==> src/rtl/dcsk_tx_sequencer_pkg.sv <==
// ----------------------------------------------------------------------------
// dcsk_tx_sequencer_pkg
//   Shared types for the DCSK transmit sequencer:
//   - sf_code_t        : 2-bit spreading-factor code (SF2/SF4/SF8/SF16)
//   - dcsk_seq_state_t : sequencer FSM states
//   - sf_chips()       : maps a spreading-factor code to its chip count per half-bit
// ----------------------------------------------------------------------------
package dcsk_tx_sequencer_pkg;

   typedef enum logic [1:0] {
      SF2  = 2'd0,
      SF4  = 2'd1,
      SF8  = 2'd2,
      SF16 = 2'd3
   } sf_code_t;

   typedef enum logic [1:0] {
      IDLE  = 2'd0,
      REF   = 2'd1,
      DATA  = 2'd2,
      DRAIN = 2'd3
   } dcsk_seq_state_t;

   // Reference chips per bit: 2, 4, 8 or 16.
   function automatic int unsigned sf_chips(input logic [1:0] sf);
      return 32'd2 << sf;
   endfunction

endpackage

==> src/rtl/dcsk_tx_sequencer_if.sv <==
// ----------------------------------------------------------------------------
// dcsk_tx_sequencer_if
//   Handshake bundle around the DCSK transmit sequencer. Signal names carry the
//   direction as seen from the sequencer.
//   Word channel : i_data, i_data_valid, o_data_ready
//   Chaos channel: o_chaos_req, i_chaos_sample, i_chaos_valid
//   Chip channel : o_chip, o_chip_valid, i_chip_ready
//   Modports: slave (the sequencer), master (word source / generator / sink).
// ----------------------------------------------------------------------------
interface dcsk_tx_sequencer_if #(
   parameter int unsigned DATA_W = 8,
   parameter int unsigned CHIP_W = 8
);

   logic [DATA_W-1:0] i_data;
   logic              i_data_valid;
   logic              o_data_ready;
   logic              o_chaos_req;
   logic [CHIP_W-1:0] i_chaos_sample;
   logic              i_chaos_valid;
   logic [CHIP_W-1:0] o_chip;
   logic              o_chip_valid;
   logic              i_chip_ready;

   modport slave (
      input  i_data, i_data_valid, i_chaos_sample, i_chaos_valid, i_chip_ready,
      output o_data_ready, o_chaos_req, o_chip, o_chip_valid
   );

   modport master (
      output i_data, i_data_valid, i_chaos_sample, i_chaos_valid, i_chip_ready,
      input  o_data_ready, o_chaos_req, o_chip, o_chip_valid
   );

endinterface

==> src/rtl/dcsk_ref_buffer.sv <==
// ----------------------------------------------------------------------------
// dcsk_ref_buffer
//   Reference-chip store: DEPTH x WIDTH register file, one synchronous write
//   port and one asynchronous read port. Storage is not reset.
//   i_clk   : clock
//   i_we    : write enable
//   i_waddr : write address
//   i_wdata : write data
//   i_raddr : read address
//   o_rdata : read data (combinational)
// ----------------------------------------------------------------------------
module dcsk_ref_buffer #(
   parameter int unsigned DEPTH = 16,
   parameter int unsigned WIDTH = 8,
   parameter int unsigned AW    = $clog2(DEPTH)
) (
   input  logic             i_clk,
   input  logic             i_we,
   input  logic [AW-1:0]    i_waddr,
   input  logic [WIDTH-1:0] i_wdata,
   input  logic [AW-1:0]    i_raddr,
   output logic [WIDTH-1:0] o_rdata
);

   logic [WIDTH-1:0] r_mem [DEPTH];

   always_ff @(posedge i_clk) begin
      if (i_we) begin
         r_mem[i_waddr] <= i_wdata;
      end
   end

   assign o_rdata = r_mem[i_raddr];

endmodule

==> src/rtl/dcsk_tx_sequencer.sv <==
// ----------------------------------------------------------------------------
// dcsk_tx_sequencer
//   DCSK transmit sequencer. Accepts a data word, then for every bit (MSB
//   first) emits SF reference chips taken straight from the chaos generator,
//   followed by SF data chips that replay the buffered reference, negated
//   (saturating) when the bit is 0.
//   i_clk, i_arst_n    : clock, asynchronous active-low reset
//   i_spreading_factor : SF code, latched when a word is accepted
//   io_bus             : word / chaos / chip handshakes (slave side)
//   o_busy             : high from word accept until its last chip is taken
//   o_bit_index        : bit of the chip in the output register (0 = MSB)
//   o_chip_index       : chip of that bit, 0..2*SF-1
// ----------------------------------------------------------------------------
module dcsk_tx_sequencer
   import dcsk_tx_sequencer_pkg::*;
#(
   parameter int unsigned DATA_W = 8,
   parameter int unsigned CHIP_W = 8,
   parameter int unsigned MAX_SF = 16
) (
   input  logic                          i_clk,
   input  logic                          i_arst_n,
   input  logic [1:0]                    i_spreading_factor,
   dcsk_tx_sequencer_if.slave            io_bus,
   output logic                          o_busy,
   output logic [$clog2(DATA_W)-1:0]     o_bit_index,
   output logic [$clog2(2*MAX_SF)-1:0]   o_chip_index
);

   localparam int unsigned BIW = $clog2(DATA_W);
   localparam int unsigned CIW = $clog2(2 * MAX_SF);
   localparam int unsigned AW  = $clog2(MAX_SF);

   // Saturating two's-complement negate: the most negative code maps to max positive.
   function automatic logic [CHIP_W-1:0] sat_neg(input logic [CHIP_W-1:0] x);
      if (x == {1'b1, {(CHIP_W-1){1'b0}}}) begin
         return {1'b0, {(CHIP_W-1){1'b1}}};
      end
      return ~x + 1'b1;
   endfunction

   dcsk_seq_state_t   r_state,      w_state_nxt;
   logic [DATA_W-1:0] r_shift,      w_shift_nxt;   // MSB is the bit being sent
   logic [CIW-1:0]    r_sf_chips,   w_sf_chips_nxt;
   logic [BIW-1:0]    r_bit_idx,    w_bit_idx_nxt;
   logic [CIW-1:0]    r_chip_idx,   w_chip_idx_nxt; // next chip to load
   logic [CHIP_W-1:0] r_chip,       w_chip_nxt;
   logic              r_chip_valid, w_chip_valid_nxt;
   logic              r_busy,       w_busy_nxt;
   logic [BIW-1:0]    r_out_bit,    w_out_bit_nxt;  // indices of the chip on o_chip
   logic [CIW-1:0]    r_out_chip,   w_out_chip_nxt;

   logic              w_slot_free;
   logic              w_ref_last;
   logic              w_data_last;
   logic [CIW-1:0]    w_two_sf_m1;
   logic              w_buf_we;
   logic [AW-1:0]     w_buf_waddr;
   logic [AW-1:0]     w_buf_raddr;
   logic [CHIP_W-1:0] w_buf_rdata;
   logic              w_chaos_req;
   logic              w_data_ready;

   assign w_slot_free = !r_chip_valid || io_bus.i_chip_ready;
   assign w_two_sf_m1 = {r_sf_chips[CIW-2:0], 1'b0} - 1'b1;
   assign w_ref_last  = (r_chip_idx == r_sf_chips - 1'b1);
   assign w_data_last = (r_chip_idx == w_two_sf_m1);
   assign w_buf_waddr = AW'(r_chip_idx);
   // Data chip k replays reference chip k = chip_index - SF.
   assign w_buf_raddr = AW'(r_chip_idx - r_sf_chips);

   dcsk_ref_buffer #(
      .DEPTH (MAX_SF),
      .WIDTH (CHIP_W)
   ) u_ref_buffer (
      .i_clk   (i_clk),
      .i_we    (w_buf_we),
      .i_waddr (w_buf_waddr),
      .i_wdata (io_bus.i_chaos_sample),
      .i_raddr (w_buf_raddr),
      .o_rdata (w_buf_rdata)
   );

   always_comb begin
      w_state_nxt      = r_state;
      w_shift_nxt      = r_shift;
      w_sf_chips_nxt   = r_sf_chips;
      w_bit_idx_nxt    = r_bit_idx;
      w_chip_idx_nxt   = r_chip_idx;
      w_chip_nxt       = r_chip;
      // A free slot with nothing loaded empties the output register.
      w_chip_valid_nxt = w_slot_free ? 1'b0 : r_chip_valid;
      w_busy_nxt       = r_busy;
      w_out_bit_nxt    = r_out_bit;
      w_out_chip_nxt   = r_out_chip;
      w_buf_we         = 1'b0;
      w_chaos_req      = 1'b0;
      w_data_ready     = 1'b0;

      unique case (r_state)
         IDLE: begin
            w_data_ready = 1'b1;
            if (io_bus.i_data_valid) begin
               w_shift_nxt    = io_bus.i_data;
               w_sf_chips_nxt = CIW'(sf_chips(i_spreading_factor));
               w_bit_idx_nxt  = '0;
               w_chip_idx_nxt = '0;
               w_busy_nxt     = 1'b1;
               w_state_nxt    = REF;
            end
         end
         REF: begin
            w_chaos_req = w_slot_free;
            if (w_slot_free && io_bus.i_chaos_valid) begin
               w_chip_nxt       = io_bus.i_chaos_sample;
               w_chip_valid_nxt = 1'b1;
               w_buf_we         = 1'b1;
               w_out_bit_nxt    = r_bit_idx;
               w_out_chip_nxt   = r_chip_idx;
               w_chip_idx_nxt   = r_chip_idx + 1'b1;
               if (w_ref_last) begin
                  w_state_nxt = DATA;
               end
            end
         end
         DATA: begin
            if (w_slot_free) begin
               w_chip_nxt       = r_shift[DATA_W-1] ? w_buf_rdata : sat_neg(w_buf_rdata);
               w_chip_valid_nxt = 1'b1;
               w_out_bit_nxt    = r_bit_idx;
               w_out_chip_nxt   = r_chip_idx;
               if (w_data_last) begin
                  w_chip_idx_nxt = '0;
                  if (r_bit_idx != BIW'(DATA_W - 1)) begin
                     w_bit_idx_nxt = r_bit_idx + 1'b1;
                     w_shift_nxt   = r_shift << 1;
                     w_state_nxt   = REF;
                  end else begin
                     w_state_nxt = DRAIN;
                  end
               end else begin
                  w_chip_idx_nxt = r_chip_idx + 1'b1;
               end
            end
         end
         DRAIN: begin
            // Slot free here means the final chip has been taken.
            if (w_slot_free) begin
               w_busy_nxt  = 1'b0;
               w_state_nxt = IDLE;
            end
         end
         default: begin
            w_state_nxt = IDLE;
         end
      endcase
   end

   always_ff @(posedge i_clk or negedge i_arst_n) begin
      if (!i_arst_n) begin
         r_state      <= IDLE;
         r_shift      <= '0;
         r_sf_chips   <= '0;
         r_bit_idx    <= '0;
         r_chip_idx   <= '0;
         r_chip       <= '0;
         r_chip_valid <= 1'b0;
         r_busy       <= 1'b0;
         r_out_bit    <= '0;
         r_out_chip   <= '0;
      end else begin
         r_state      <= w_state_nxt;
         r_shift      <= w_shift_nxt;
         r_sf_chips   <= w_sf_chips_nxt;
         r_bit_idx    <= w_bit_idx_nxt;
         r_chip_idx   <= w_chip_idx_nxt;
         r_chip       <= w_chip_nxt;
         r_chip_valid <= w_chip_valid_nxt;
         r_busy       <= w_busy_nxt;
         r_out_bit    <= w_out_bit_nxt;
         r_out_chip   <= w_out_chip_nxt;
      end
   end

   assign io_bus.o_data_ready = w_data_ready;
   assign io_bus.o_chaos_req  = w_chaos_req;
   assign io_bus.o_chip       = r_chip;
   assign io_bus.o_chip_valid = r_chip_valid;
   assign o_busy              = r_busy;
   assign o_bit_index         = r_out_bit;
   assign o_chip_index        = r_out_chip;

endmodule

==> src/flat_wrapper.sv <==
// flat-port wrapper written by rule: the top's interface ports become plain ports
module dcsk_tx_sequencer_flat import dcsk_tx_sequencer_pkg::*;
#(
   parameter int unsigned DATA_W = 8,
   parameter int unsigned CHIP_W = 8,
   parameter int unsigned MAX_SF = 16
)
  (i_clk, i_arst_n, i_spreading_factor, o_busy, o_bit_index, o_chip_index, io_bus_i_data, io_bus_i_data_valid, io_bus_i_chaos_sample, io_bus_i_chaos_valid, io_bus_i_chip_ready, io_bus_o_data_ready, io_bus_o_chaos_req, io_bus_o_chip, io_bus_o_chip_valid);
  dcsk_tx_sequencer_if #(.DATA_W(DATA_W), .CHIP_W(CHIP_W)) io_bus_i ();
  input  logic i_clk;
  input  logic i_arst_n;
  input  logic [1:0] i_spreading_factor;
  output logic o_busy;
  output logic [$clog2(DATA_W)-1:0] o_bit_index;
  output logic [$clog2(2*MAX_SF)-1:0] o_chip_index;
  input wire logic [$bits(io_bus_i.i_data)-1:0] io_bus_i_data;
  input wire logic [$bits(io_bus_i.i_data_valid)-1:0] io_bus_i_data_valid;
  input wire logic [$bits(io_bus_i.i_chaos_sample)-1:0] io_bus_i_chaos_sample;
  input wire logic [$bits(io_bus_i.i_chaos_valid)-1:0] io_bus_i_chaos_valid;
  input wire logic [$bits(io_bus_i.i_chip_ready)-1:0] io_bus_i_chip_ready;
  output wire logic [$bits(io_bus_i.o_data_ready)-1:0] io_bus_o_data_ready;
  output wire logic [$bits(io_bus_i.o_chaos_req)-1:0] io_bus_o_chaos_req;
  output wire logic [$bits(io_bus_i.o_chip)-1:0] io_bus_o_chip;
  output wire logic [$bits(io_bus_i.o_chip_valid)-1:0] io_bus_o_chip_valid;
  assign io_bus_i.i_data = io_bus_i_data;
  assign io_bus_i.i_data_valid = io_bus_i_data_valid;
  assign io_bus_i.i_chaos_sample = io_bus_i_chaos_sample;
  assign io_bus_i.i_chaos_valid = io_bus_i_chaos_valid;
  assign io_bus_i.i_chip_ready = io_bus_i_chip_ready;
  assign io_bus_o_data_ready = io_bus_i.o_data_ready;
  assign io_bus_o_chaos_req = io_bus_i.o_chaos_req;
  assign io_bus_o_chip = io_bus_i.o_chip;
  assign io_bus_o_chip_valid = io_bus_i.o_chip_valid;
  dcsk_tx_sequencer #(.DATA_W(DATA_W), .CHIP_W(CHIP_W), .MAX_SF(MAX_SF)) u_core (.i_clk(i_clk), .i_arst_n(i_arst_n), .i_spreading_factor(i_spreading_factor), .io_bus(io_bus_i), .o_busy(o_busy), .o_bit_index(o_bit_index), .o_chip_index(o_chip_index));
endmodule
==> config.mk <==
export PLATFORM = sky130hd
export DESIGN_NAME = dcsk_tx_sequencer_flat
export DESIGN_NICKNAME = d
export VERILOG_FILES = /design/src/rtl/dcsk_tx_sequencer_pkg.sv /design/src/rtl/dcsk_tx_sequencer_if.sv /design/src/rtl/dcsk_ref_buffer.sv /design/src/rtl/dcsk_tx_sequencer.sv /design/src/flat_wrapper.sv
export SDC_FILE = /design/constraint.sdc
export NUM_CORES = 1
export LEC_CHECK = 0
export BUFFER_PORTS_ARGS = -buffer_cell sky130_fd_sc_hd__clkbuf_2
export CELL_PAD_IN_SITES_DETAIL_PLACEMENT = 0
export CELL_PAD_IN_SITES_GLOBAL_PLACEMENT = 1
export CORE_ASPECT_RATIO = 0.8
export CORE_UTILIZATION = 55
export DETAILED_ROUTE_END_ITERATION = 12
export HOLD_SLACK_MARGIN = 0.15
export PLACE_DENSITY = 0.87
export SKIP_LAST_GASP = 1
export SLEW_MARGIN = 20
export SYNTH_ARGS = -nofsm -noshare
export SYNTH_HDL_FRONTEND = slang
export SYNTH_SLANG_ARGS = --single-unit
==> constraint.sdc <==
create_clock -name i_clk -period 6.99 [get_ports i_clk]
set_input_delay 1.398 -clock i_clk [delete_from_list [all_inputs] [get_ports i_clk]]
set_output_delay 1.398 -clock i_clk [all_outputs]
set_load 0.01 [all_outputs]
; ---- Word-level counts from Yosys, hierarchy flattened
; Memories as Yosys holds them, arrays and structs flattened.
; Index checks and enable logic that the tools add are counted.
[classes]
n_addsub = 6
n_shift = 1
muxes = 51
bitwise_logic = 1
n_reduce_logical = 14
eq_ne = 14
[op_table]
columns = cell, count
row1 = 2-to-1 mux 8 bit, 9
row2 = one-hot mux 8 bit (2 select lines), 2
row3 = 2-to-1 mux 5 bit, 6
row4 = 2-to-1 mux 3 bit, 6
row5 = one-hot mux 5 bit (3 select lines), 1
row6 = 2-to-1 mux 1 bit, 14
row7 = 2-to-1 mux 2 bit, 7
row8 = inequality test 2 x 1 -> 1 bit (second input constant), 6
row9 = one-hot mux 3 bit (2 select lines), 2
row10 = == test 5 bit, 2
row11 = one-hot mux 5 bit (2 select lines), 1
row12 = subtractor 5 x 1 -> 5 bit (second input constant), 2
row13 = adder 8 x 1 -> 8 bit (second input constant), 1
row14 = == test 8 bit (second input constant), 1
row15 = NOT 8 bit, 1
row16 = one-hot mux 2 bit (4 select lines), 1
row17 = AND reduction 3 bit, 2
row18 = AND reduction 6 bit, 1
row19 = nonzero test 2 bit, 3
row20 = adder 5 x 1 -> 5 bit (second input constant), 1
row21 = AND reduction 5 bit, 1
row22 = left shift 2 x 2 -> 5 bit (first input constant), 1
row23 = == test 2 bit (second input constant), 2
row24 = one-hot mux 1 bit (2 select lines), 2
row25 = other kinds (12), 12
[word_totals]
regBits = 41
memories = 1
word_cells = 98
ramBits = 128
output_inout_bits = 20
inputBits = 23
[mem_list]
columns = memory, words, width, read_ports, rd_clocked_by_memory_dff, write_ports, line_no
row1 = u_core.u_ref_buffer.r_mem, 16, 8, 1, 0, 1, dcsk_ref_buffer.sv:25  ; logic [WIDTH-1:0] r_mem [DEPTH];

; ---- Longest topological paths before layout
; Gate-level depths: netlist (run 1).
; An unclocked memory read counts as a cell.
[depth]
ltp_word = 10
depth_mapped = 16

; ---- Modules after synthesis
; A second synthesis (run 1) with hierarchy kept.
[hier_totals]
cells_unflattened = 468
area_unflattened_um2 = 7377.1
[by_module_without_submodules]
columns = mod, n_inst, area_per_inst_um2, seq_area_each_um2, cells_each
row1 = dcsk_ref_buffer, 1, 4987.3, 3843.7, 221
row2 = dcsk_tx_sequencer, 1, 2389.8, 1001.0, 247

; ---- Worst setup path before layout (run 1)
; No wires, ideal clock.
[synth_timing]
path_kind = reg2reg
start = register u_core.r_chip_idx[2]
end = register u_core.r_chip[5], in the netlist u_core.io_bus.o_chip[5]
slack_ns = 3.400
required_ns = 6.922
t_arrival_ns = 3.521
path_stages_with_launch = 14
path_cell_list = dfrtp_1 ha_1 xnor2_1 buf_2 mux2i_1 nand3_1 nand2_1 ha_1 inv_1 or4_4 a22oi_4 a41oi_4 o31a_1 nand3_1
[synth_between]
elab_chain_cells = 10
[synth_rtl]
columns = item, line_no
row1 = start: declaration, dcsk_tx_sequencer.sv:46  ; logic [CIW-1:0] r_chip_idx, w_chip_idx_nxt;
row2 = start signal: assignment, dcsk_tx_sequencer.sv:176  ; r_chip_idx <= w_chip_idx_nxt;
row3 = subtractor 4 bit (*), dcsk_tx_sequencer.sv:70  ; assign w_buf_raddr = AW'(r_chip_idx - r_sf_chips);
row4 = memory read (16 x 8 bit) (*), -
row5 = "parallel branches: the longest is 5 deep, another holds adder 8 x 1 -> 8 bit", -
row6 = 2-to-1 mux 8 bit (*), dcsk_tx_sequencer.sv:128  ; w_chip_nxt = r_shift[DATA_W-1] ? w_buf_rdata : sat_neg(w_buf_rdata);
row7 = 2-to-1 mux 8 bit (*), dcsk_tx_sequencer.sv:127  ; if (w_slot_free) begin
row8 = one-hot mux 8 bit (2 select lines) (*), dcsk_tx_sequencer.sv:100  ; unique case (r_state)
row9 = end signal: assignment, dcsk_tx_sequencer.sv:177  ; r_chip <= w_chip_nxt;
row10 = end: declaration, dcsk_tx_sequencer.sv:47  ; logic [CHIP_W-1:0] r_chip, w_chip_nxt;
; Mark *: on every way between the ends. The select of a mux whose other input is x is not followed.
; A chain may end at the register's enable or synchronous reset.

; ---- Worst setup path after layout (run 1)
[layout_timing]
start = register u_core.r_chip_idx[1]
end = register u_core.r_chip[5], in the netlist u_core.io_bus.o_chip[5]
; Same word-level chain as after synthesis.

==> results.toml, run 1 <==
[outcome]
status = "finished clean"

[logic_synthesis]
synthCells = 491
synth_edf_count = 128
ys.warnings.count = 0
syn_area_um2 = 7380
synth_fp_nets = 529
yosysTopAreaCellShare_pct = 52.1
synth_flop_cell = "edfxtp_1"
synth.most_common_cell = "edfxtp_1"
synth_seq_cells = 168
synth.distinct_cells = 48
synth_area_leader_cell = "edfxtp_1"
synthArstFlopShare_pct = 23.8
synth-seq-area-share_pct = 65.6
netlist_top_cells_area = "edfxtp_1 (52%), dfrtp_1 (14%), mux4_2 (8.8%)"
synth_common_cells = "edfxtp_1 (128), nand2_1 (47), dfrtp_1 (40)"
postSynthAreaPerCell_um2 = 15.0

[sta]
hold_viol_final = 0
rsz0062_at_grt = "no"
fin_setup_tns_ns = 0
slew_violations = 0
max-slew-margin-rel_pct = 35.1
min_period_ns = 3.87
setup_viol = 0
skew_ns = 0.00613
fmax_mhz = 259
final.period_utilization_pct = 55.3
worst_slew_pin_slew_ns = 0.973

[critical_path]
critPathMaxStageDelay_ns = 0.55
crit_path_end_kind = "register"
startpoint_type = "register"
cp_top_family = "compound AO/OA/AOI/OAI gates"
worst_ep_required_time_ns = 7.35
ff2ff_setup_slack_ns = 3.12
cp_max_fo = 33
critical_path_buf_inv_count = 3
slowest_stage = "or4_4"
crit_chain = "inv_1, ha_1, buf_4, o21a_1, o21ai_1, nand3_1, nand2_1, ha_1, inv_1, or4_4, a22oi_4, a41oi_4, o31a_1, nand3_1"
criticalPathCategory = "register to register"
reg2regPathDepth = 14
crit_arrival_ns = 4.23
crit_cells = 14

[clocking]
cts_buffer_depth = 2
post_cts_buffers = 0
cts_tree = "yes"
cts_buffers = 17
cts_resized = 0
clk-insertion-delay-late_ns = 0.42
htreeDepth = 4
root_buffer = "clkbuf_16"
clk_pin_slew_ns = 0.06
cts.sinks = 168
hold_buffers = 0

[route]
wl_met3_um = 814
wl_um = 15000
ant_nets = 0
wire_per_inst_um = 20.7
vias_per_cell = 5.86
drt_iter0_markers = 409
route.detailed.drc = 0
met1_length_um = 7080
dr.pass1.iters = 5
dr_total_vias = 4243
highest_layer = "met4"
wl_met2_um = 6920

[die]
fp.dieH_um = 106
dieArea_um2 = 13900
initial_core_util_pct = 56.9
die_w_um = 132
io_pins = 43
rows = 37
core_um2 = 13000

[pwr]
power_leakage_nw = 3.02
p_per_area_nw_per_um2 = 449
ir_drop_uv = 350
power_w = 0.00372

[global_route]
grt_max_degree = 41
grt_pass1_vias = 4247
grt_pass1_wl_um = 23500
track_usage_pct = 23.6
overflow = 0
grt_antenna_before_repair = 0

[cells_and_area]
antenna_cells = 0
fin_cells = 724
nNetsFinal = 576
nFillCells = 983
area_delta_synth_final_pct = 12.3
post-route-util_pct = 63.9
layout-drive-gt1-share_pct = 20.6

[placed_design]
place.gp.congestion = 0.883
dp_cells = 694
io_buffers = 42
dp_hpwl_um = 10200

[hold_path]
hold_depth = 2
min_path_type = "register to register"

[job]
max_cap_violations = 0
-- final timing paths --
check | to | startpoint
min reg2reg | u_core.o_chip_index[2]$_DFFE_PN0P_ | u_core.o_chip_index[2]$_DFFE_PN0P_
min in group asynchronous | u_core.r_shift[1]$_DFFE_PN0P_ | i_arst_n
min | u_core.o_chip_index[2]$_DFFE_PN0P_ | u_core.o_chip_index[2]$_DFFE_PN0P_
max reg2reg | u_core.io_bus.o_chip[5]$_DFFE_PN0P_ | u_core.r_chip_idx[1]$_DFFE_PN0P_
max | u_core.io_bus.o_chip[5]$_DFFE_PN0P_ | u_core.r_chip_idx[1]$_DFFE_PN0P_
max in group asynchronous | u_core.r_chip_idx[0]$_DFFE_PN0P_ | i_arst_n
-- layout by cell type (no fill, tap or decap), types with 4 or more instances in the layout --
cell,netlist,layout
o21ai_0,26,26
inv_1,12,12
dfrtp_1,40,39
nor2_1,29,29
nand2_1,47,47
xnor2_1,7,6
nor3_1,9,9
nand2b_1,8,8
clkinv_1,0,4
buf_4,1,8
clkbuf_2,0,41
xor2_1,5,5
o21ai_1,6,6
nor2b_1,5,5
ha_1,15,15
clkbuf_16,0,17
nand3_1,14,14
mux2i_1,24,24
mux4_2,29,29
edfxtp_1,128,128
a21oi_1,17,17
-- per-layer routing --
layer | track usage (%) | vias to the layer above
li1 | - | 1972
met1 | 34.7 | 2146
met2 | 34.9 | 111
met3 | 5.58 | 14
met4 | 7.81 | 0
met5 | 0 | -
-- state kept, by name (all words and copies together) (netlist names) --
register	cells
u_core.u_ref_buffer.r_mem	128
u_core.io_bus.o_chip	8
u_core.r_shift	8
u_core.o_chip_index	5
u_core.r_chip_idx	5
u_core.r_sf_chips	4
u_core.o_bit_index	3
u_core.r_bit_idx	3
u_core.r_state	2
u_core.io_bus.o_chip_valid	1
u_core.o_busy	1
-- stage by stage --
| step | worst slack [ns] | area, um^2 | hold slack, ns |
|---|---|---|---|
| after floorplan | 3.40 | 7380 | 0.470 |
| after global placement | 3.31 | 7770 | 0.466 |
| after detailed placement | 3.20 | 7770 | 0.470 |
| final | 3.12 | 8290 | 0.481 |
| after CTS | 3.17 | 8290 | 0.485 |
| after global routing | 2.82 | 8290 | 0.511 |
-- tightest hold or removal path, stage by stage, from the launching register on --
cell	delay, ns
dfrtp_1	0.34
nand2_1	0.06
nand2_1	0.06
-- area by class of cell --
class / count / area, um^2 / share of cell area, %
repair buffers: 50 / 270 / 3.26
clock buffers: 19 / 433 / 5.22
clock inverters: 11 / 83.8 / 1.01
inverters: 12 / 45.0 / 0.543
well taps: 175 / 219 / 2.64
multi-input cells: 289 / 2390 / 28.9
flip-flops and latches: 168 / 4850 / 58.5
-- where the power goes --
part           leakage [nW]  total (W)  internal (W)  switching, W
logic                  1.11    0.00162      0.000653      0.000969
clock network         0.249   0.000840      0.000479      0.000361
registers              1.65    0.00126       0.00118     0.0000747
-- cells by family after synthesis --
group                      synth area share [%]
AOI/OAI and AO/OA                          6.81
xor gates and xnor gates                   1.42
adders and majority gates                  2.54
buffers and inverters                      2.07
DFF                                        65.6
muxes                                      13.8
and+or+nand+nor                            7.75
Note: power is estimated with default switching activity, not from simulation.
==> inputs of run 2 (changes only) <==
CORE_UTILIZATION = 46   (was 55)
PLACE_DENSITY = 0.78   (was 0.87)
clock period = 3.18 ns   (was 6.99 ns; I/O delays follow)
==> run 2 against run 1 <==
- non-clock buffer count up 46
- cell count up 12%
- utilization down 7.5 points
- total power up 150%
- critical path type unchanged
==> results.toml, run 2 (same netlist as run 1, synthesis figures left out) <==
[global_route]
grt_max_degree = 25
track_usage_pct = 21.1
overflow = 0
grt_antenna_before_repair = 0
grt_pass1_vias = 4413
grt_pass1_wl_um = 25000

[sta]
slew_violations = 0
hold_viol_final = 0
rsz0062_at_grt = "yes"
setup_viol = 0
worst_slew_pin_slew_ns = 0.613
final.period_utilization_pct = 97.4
fin_setup_tns_ns = 0
max-slew-margin-rel_pct = 59.0
skew_ns = 0.0104
fmax_mhz = 323
setup_slack_ns = 0.0840
min_period_ns = 3.10

[clocking]
clk_pin_slew_ns = 0.07
cts_buffer_depth = 2
htreeDepth = 4
root_buffer = "clkbuf_16"
cts.sinks = 168
clk-insertion-delay-late_ns = 0.43
cts_tree = "yes"
cts_buffers = 17

[route]
wl_um = 16000
wire_per_inst_um = 19.7
route.detailed.drc = 0
wl_met2_um = 7380
dr_total_vias = 4455
met1_length_um = 7610
vias_per_cell = 5.49
highest_layer = "met4"
ant_nets = 0
dr.pass1.iters = 5
wl_met3_um = 768
drt_iter0_markers = 364

[die]
dieArea_um2 = 16600
rows = 41
core_um2 = 15700
initial_core_util_pct = 46.9
fp.dieH_um = 115
io_pins = 43
die_w_um = 144

[cells_and_area]
top_register = "u_core.u_ref_buffer.r_mem"
nNetsFinal = 622
fin_cells = 812
final_common_cell = "edfxtp_1"
antenna_cells = 0
largest_reg_flops = 128
final_cell_mix = "edfxtp_1 (128), buf_4 (46), nand2_1 (45)"
area_delta_synth_final_pct = 20.4
layout-drive-gt1-share_pct = 29.1

[critical_path]
worst_ep_required_time_ns = 3.55
critPathMaxStageDelay_ns = 0.56
crit_path_end_kind = "register"
slowest_stage = "or4_4"
criticalPathCategory = "register to register"
cp_top_family = "compound AO/OA/AOI/OAI gates"
cp_max_fo = 14
startpoint_type = "register"
crit_arrival_ns = 3.46
critical_path_buf_inv_count = 2
crit_chain = "ha_4, buf_4, buf_12, mux4_1, mux2_2, or4_4, a22oi_4, a41oi_4, o31a_1, nand3_2"

[hold_path]
min_path_type = "input pin to register"

[pwr]
p_per_area_nw_per_um2 = 1030
ir_drop_uv = 521
power_leakage_nw = 3.31

[placed_design]
pre_cts_ws_ns = -0.00476
dp_hpwl_um = 11000
io_buffers = 42
dp_cells = 767
place.gp.congestion = 0.840

[outcome]
status = "finished clean"

[job]
max_cap_violations = 0
-- run 2: layer usage --
layer  GRT usage, %  vias to the layer above
met4           6.03                        0
met5              0                        -
met2           31.7                      103
met1           30.7                     2271
met3           5.16                       14
li1               -                     2067
-- run 2: area by class of cell --
type | instances | area [um^2]
Clock buffer | 21 | 440
Timing Repair Buffer | 96 | 671
Tap cell | 215 | 269
Inverter | 12 | 45.0
Clock inverter | 11 | 149
Fill cell | 1245 | 6860
Multi-Input combinational cell | 289 | 2470
Sequential cell | 168 | 4850
-- run 2: final timing paths --
path / from / endpoint / slack, ns / cells past startpoint
worst max-delay path: u_core.r_sf_chips[1]$_DFFE_PN0P_ / u_core.io_bus.o_chip[5]$_DFFE_PN0P_ / 0.08 / 10
worst min-delay path: io_bus_i_data[0] / u_core.r_shift[0]$_DFFE_PN0P_ / 0.45 / 3
worst max register to register: u_core.r_sf_chips[1]$_DFFE_PN0P_ / u_core.io_bus.o_chip[5]$_DFFE_PN0P_ / 0.08 / 10
worst min register to register: u_core.o_bit_index[0]$_DFFE_PN0P_ / u_core.o_bit_index[0]$_DFFE_PN0P_ / 0.49 / 2
max in group asynchronous: i_arst_n / u_core.r_chip_idx[0]$_DFFE_PN0P_ / 1.77 / 3
min in group asynchronous: i_arst_n / u_core.r_shift[5]$_DFFE_PN0P_ / 0.69 / 2
-- run 2: per-stage QoR --
step                      utilization (%)  cell area [um^2]  hold slack (ns)  power, W
after floorplan                         -              7440            0.340   0.00561
after global placement               51.5              8110            0.465   0.00661
after detailed placement             51.5              8110            0.476   0.00670
after CTS                            55.6              8760            0.432   0.00890
after global routing                 56.4              8890            0.440   0.00975
final                                56.4              8890            0.454   0.00917
-- run 2: what timing repair did --
action / in CTS / in global routing
hold buffers: 1 / 0
pin swaps: 1 / 9
setup endpoints to repair: 2 / 8
resized for setup: 2 / 19
setup buffers: 4 / 8
hold endpoints to repair: 16 / 0
-- run 2: report_power, final --
part | leakage [nW] | internal, W | switching [W] | total (W)
sequential | 1.65 | 0.00260 | 0.000167 | 0.00277
combinational | 1.37 | 0.00200 | 0.00233 | 0.00432
clock | 0.280 | 0.00124 | 0.000838 | 0.00208
total | 3.31 | 0.00584 | 0.00333 | 0.00917
-- run 2: tightest hold or removal path: stages --
cell	delay, ns
clkbuf_2	0.08
inv_1	0.04
o32ai_1	0.07
==> inputs of run 3 (changes only) <==
CORE_MARGIN = 5   (was not set)
SLEW_MARGIN = not set   (was 20)
==> run 3 against run 2 <==
- fmax grew 2.4%
- utilization increased by 0.25 points
- critical endpoint is now u_core.io_bus.o_chip[3]$_DFFE_PN0P_
- sequential share of layout area decreased by 0.24 points
- clock power grew 4%
- clock-buffer cell count down 1
- non-clock buffer count down 1
==> results.toml, run 3 (same netlist as run 1, synthesis figures left out) <==
[global_route]
overflow = 0
grt_pass1_vias = 4387
grt_pass1_wl_um = 24500
grt_max_degree = 27
track_usage_pct = 18.0
grt_antenna_before_repair = 0

[critical_path]
reg2regPathDepth = 13
critical_path_buf_inv_count = 2
ff2ff_setup_slack_ns = 0.16
rr_startpoint = "u_core.r_sf_chips[1]$_DFFE_PN0P_"
slowest_stage = "or4_4"
criticalPathCategory = "register to register"
crit_arrival_ns = 3.39
critPathMaxStageDelay_ns = 0.43
crit_path_end_kind = "register"
r2r-end = "u_core.io_bus.o_chip[3]$_DFFE_PN0P_"
cp_top_family = "compound AO/OA/AOI/OAI gates"
crit_chain = "ha_4, buf_12, mux4_2, mux2i_2, nand3_1, nand2_1, ha_2, inv_1, or4_4, a22oi_4, a41oi_4, a41o_1, o21ai_1"
cp_max_fo = 8
worst_ep_required_time_ns = 3.55
crit_cells = 13
startpoint_type = "register"

[outcome]
status = "finished clean"

[sta]
skew_ns = 0.00894
fin_setup_tns_ns = 0
min_period_ns = 3.02
hold_viol_final = 0
max-slew-margin-rel_pct = 60.1
slew_violations = 0
setup_viol = 0
fmax_mhz = 331
worst_slew_pin_slew_ns = 0.597
final.period_utilization_pct = 95.1

[pwr]
ir_drop_uv = 544
power_leakage_nw = 3.35
p_switching_w = 0.00332
p_int_w = 0.00586
switching_share_pct = 36.2
p_per_area_nw_per_um2 = 1030
clock_power_share_pct = 23.5
pwr-share-comb_pct = 46.4
p_seq_share_pct = 30.1

[cells_and_area]
post-route-util_pct = 56.7
largest_reg_flops = 128
area_delta_synth_final_pct = 21.0
antenna_cells = 0
final_common_cell = "edfxtp_1"
top_register = "u_core.u_ref_buffer.r_mem"
stdcell_area_um2 = 8930
fin_cells = 811
final_cell_mix = "edfxtp_1 (128), nand2_1 (46), buf_4 (44)"
nNetsFinal = 621
layout-drive-gt1-share_pct = 29.4

[job]
max_cap_violations = 0

[die]
fp.dieH_um = 123
core_um2 = 15700
die_w_um = 152
initial_core_util_pct = 46.9
rows = 41
io_pins = 43
dieArea_um2 = 18700

[hold_path]
min_path_type = "input pin to register"
hold_start = "i_spreading_factor[0]"
hold_depth = 2
hold_end = "u_core.r_sf_chips[1]$_DFFE_PN0P_"

[route]
dr.pass1.iters = 7
dr_total_vias = 4515
wire_per_inst_um = 19.8
drt_iter0_markers = 422
route.detailed.drc = 0
vias_per_cell = 5.57
ant_nets = 0
wl_um = 16100

[placed_design]
dp_cells = 767
placed_area_um2 = 8120
place.gp.congestion = 0.850
io_buffers = 42
dp_hpwl_um = 11000

[clocking]
cts_buffer_depth = 2
htreeDepth = 4
cts_buffers = 17
clk_pin_slew_ns = 0.07
root_buffer = "clkbuf_16"
cts_tree = "yes"
cts.sinks = 168
clk-insertion-delay-late_ns = 0.44
-- run 3: cell count changes in the layout (fill, tap and decap cells not counted), sizes merged --
cell,before,now
buf,53,49
clkbuf,63,64
clkinv,4,3
clkinvlp,2,1
dlymetal6s2s,0,1
inv,14,17
-- run 3: cell type report --
type | instances | area (um^2)
clock buffer | 20 | 457
inverter | 12 | 45.0
timing repair buffer | 95 | 699
sequential | 168 | 4850
multi-input combinational | 289 | 2450
fill | 1235 | 6820
tap | 215 | 269
clock inverter | 12 | 165
-- run 3: how the worst max path moves through the flow --
stage | startpoint | to | slack [ns]
after floorplan | u_core.r_chip_idx[1]$_DFFE_PN0P_ | u_core.io_bus.o_chip[5]$_DFFE_PN0P_ | 0.04
after global placement | u_core.r_chip_idx[0]$_DFFE_PN0P_ | u_core.io_bus.o_chip[5]$_DFFE_PN0P_ | 0.13
after detailed placement | u_core.r_chip_idx[0]$_DFFE_PN0P_ | u_core.io_bus.o_chip[4]$_DFFE_PN0P_ | 0.08
after CTS | u_core.r_chip_idx[0]$_DFFE_PN0P_ | u_core.io_bus.o_chip[4]$_DFFE_PN0P_ | 0.07
after global routing | u_core.r_sf_chips[2]$_DFFE_PN0P_ | u_core.io_bus.o_chip[3]$_DFFE_PN0P_ | -0.00005
final | u_core.r_sf_chips[1]$_DFFE_PN0P_ | u_core.io_bus.o_chip[3]$_DFFE_PN0P_ | 0.16
-- run 3: repair_timing --
| action | in CTS | in global routing |
|---|---|---|
| hold buffers | 1 | 0 |
| endpoints found under the hold margin | 18 | 0 |
| gates resized for setup | 0 | 16 |
| endpoints found under the setup margin | 0 | 7 |
| buffers inserted | 0 | 9 |
-- run 3: power groups by stage --
stage	clock network (W)	registers, W	logic (W)
floorplan	0	0.00280	0.00281
finish	0.00216	0.00277	0.00426
global placement	0	0.00280	0.00384
global route	0.00231	0.00279	0.00465
CTS	0.00219	0.00277	0.00392
detailed placement	0	0.00282	0.00390
-- run 3: routing by layer --
metal / wire length, um / vias to the layer above / track usage [%]
met1: 7220 / 2312 / 25.7
li1: - / 2069 / -
met5: 0 / - / 0
met4: 177 / 0 / 5.50
met2: 7750 / 118 / 27.1
met3: 903 / 16 / 5.06
-- run 3: metrics by stage --
step                      worst slack [ns]  hold WS [ns]  total power, W
final                                0.156         0.430         0.00918
after global routing            -0.0000493         0.429         0.00974
after CTS                           0.0740         0.415         0.00888
after detailed placement            0.0801         0.473         0.00672
after global placement               0.127         0.469         0.00664
after floorplan                     0.0398         0.340         0.00561
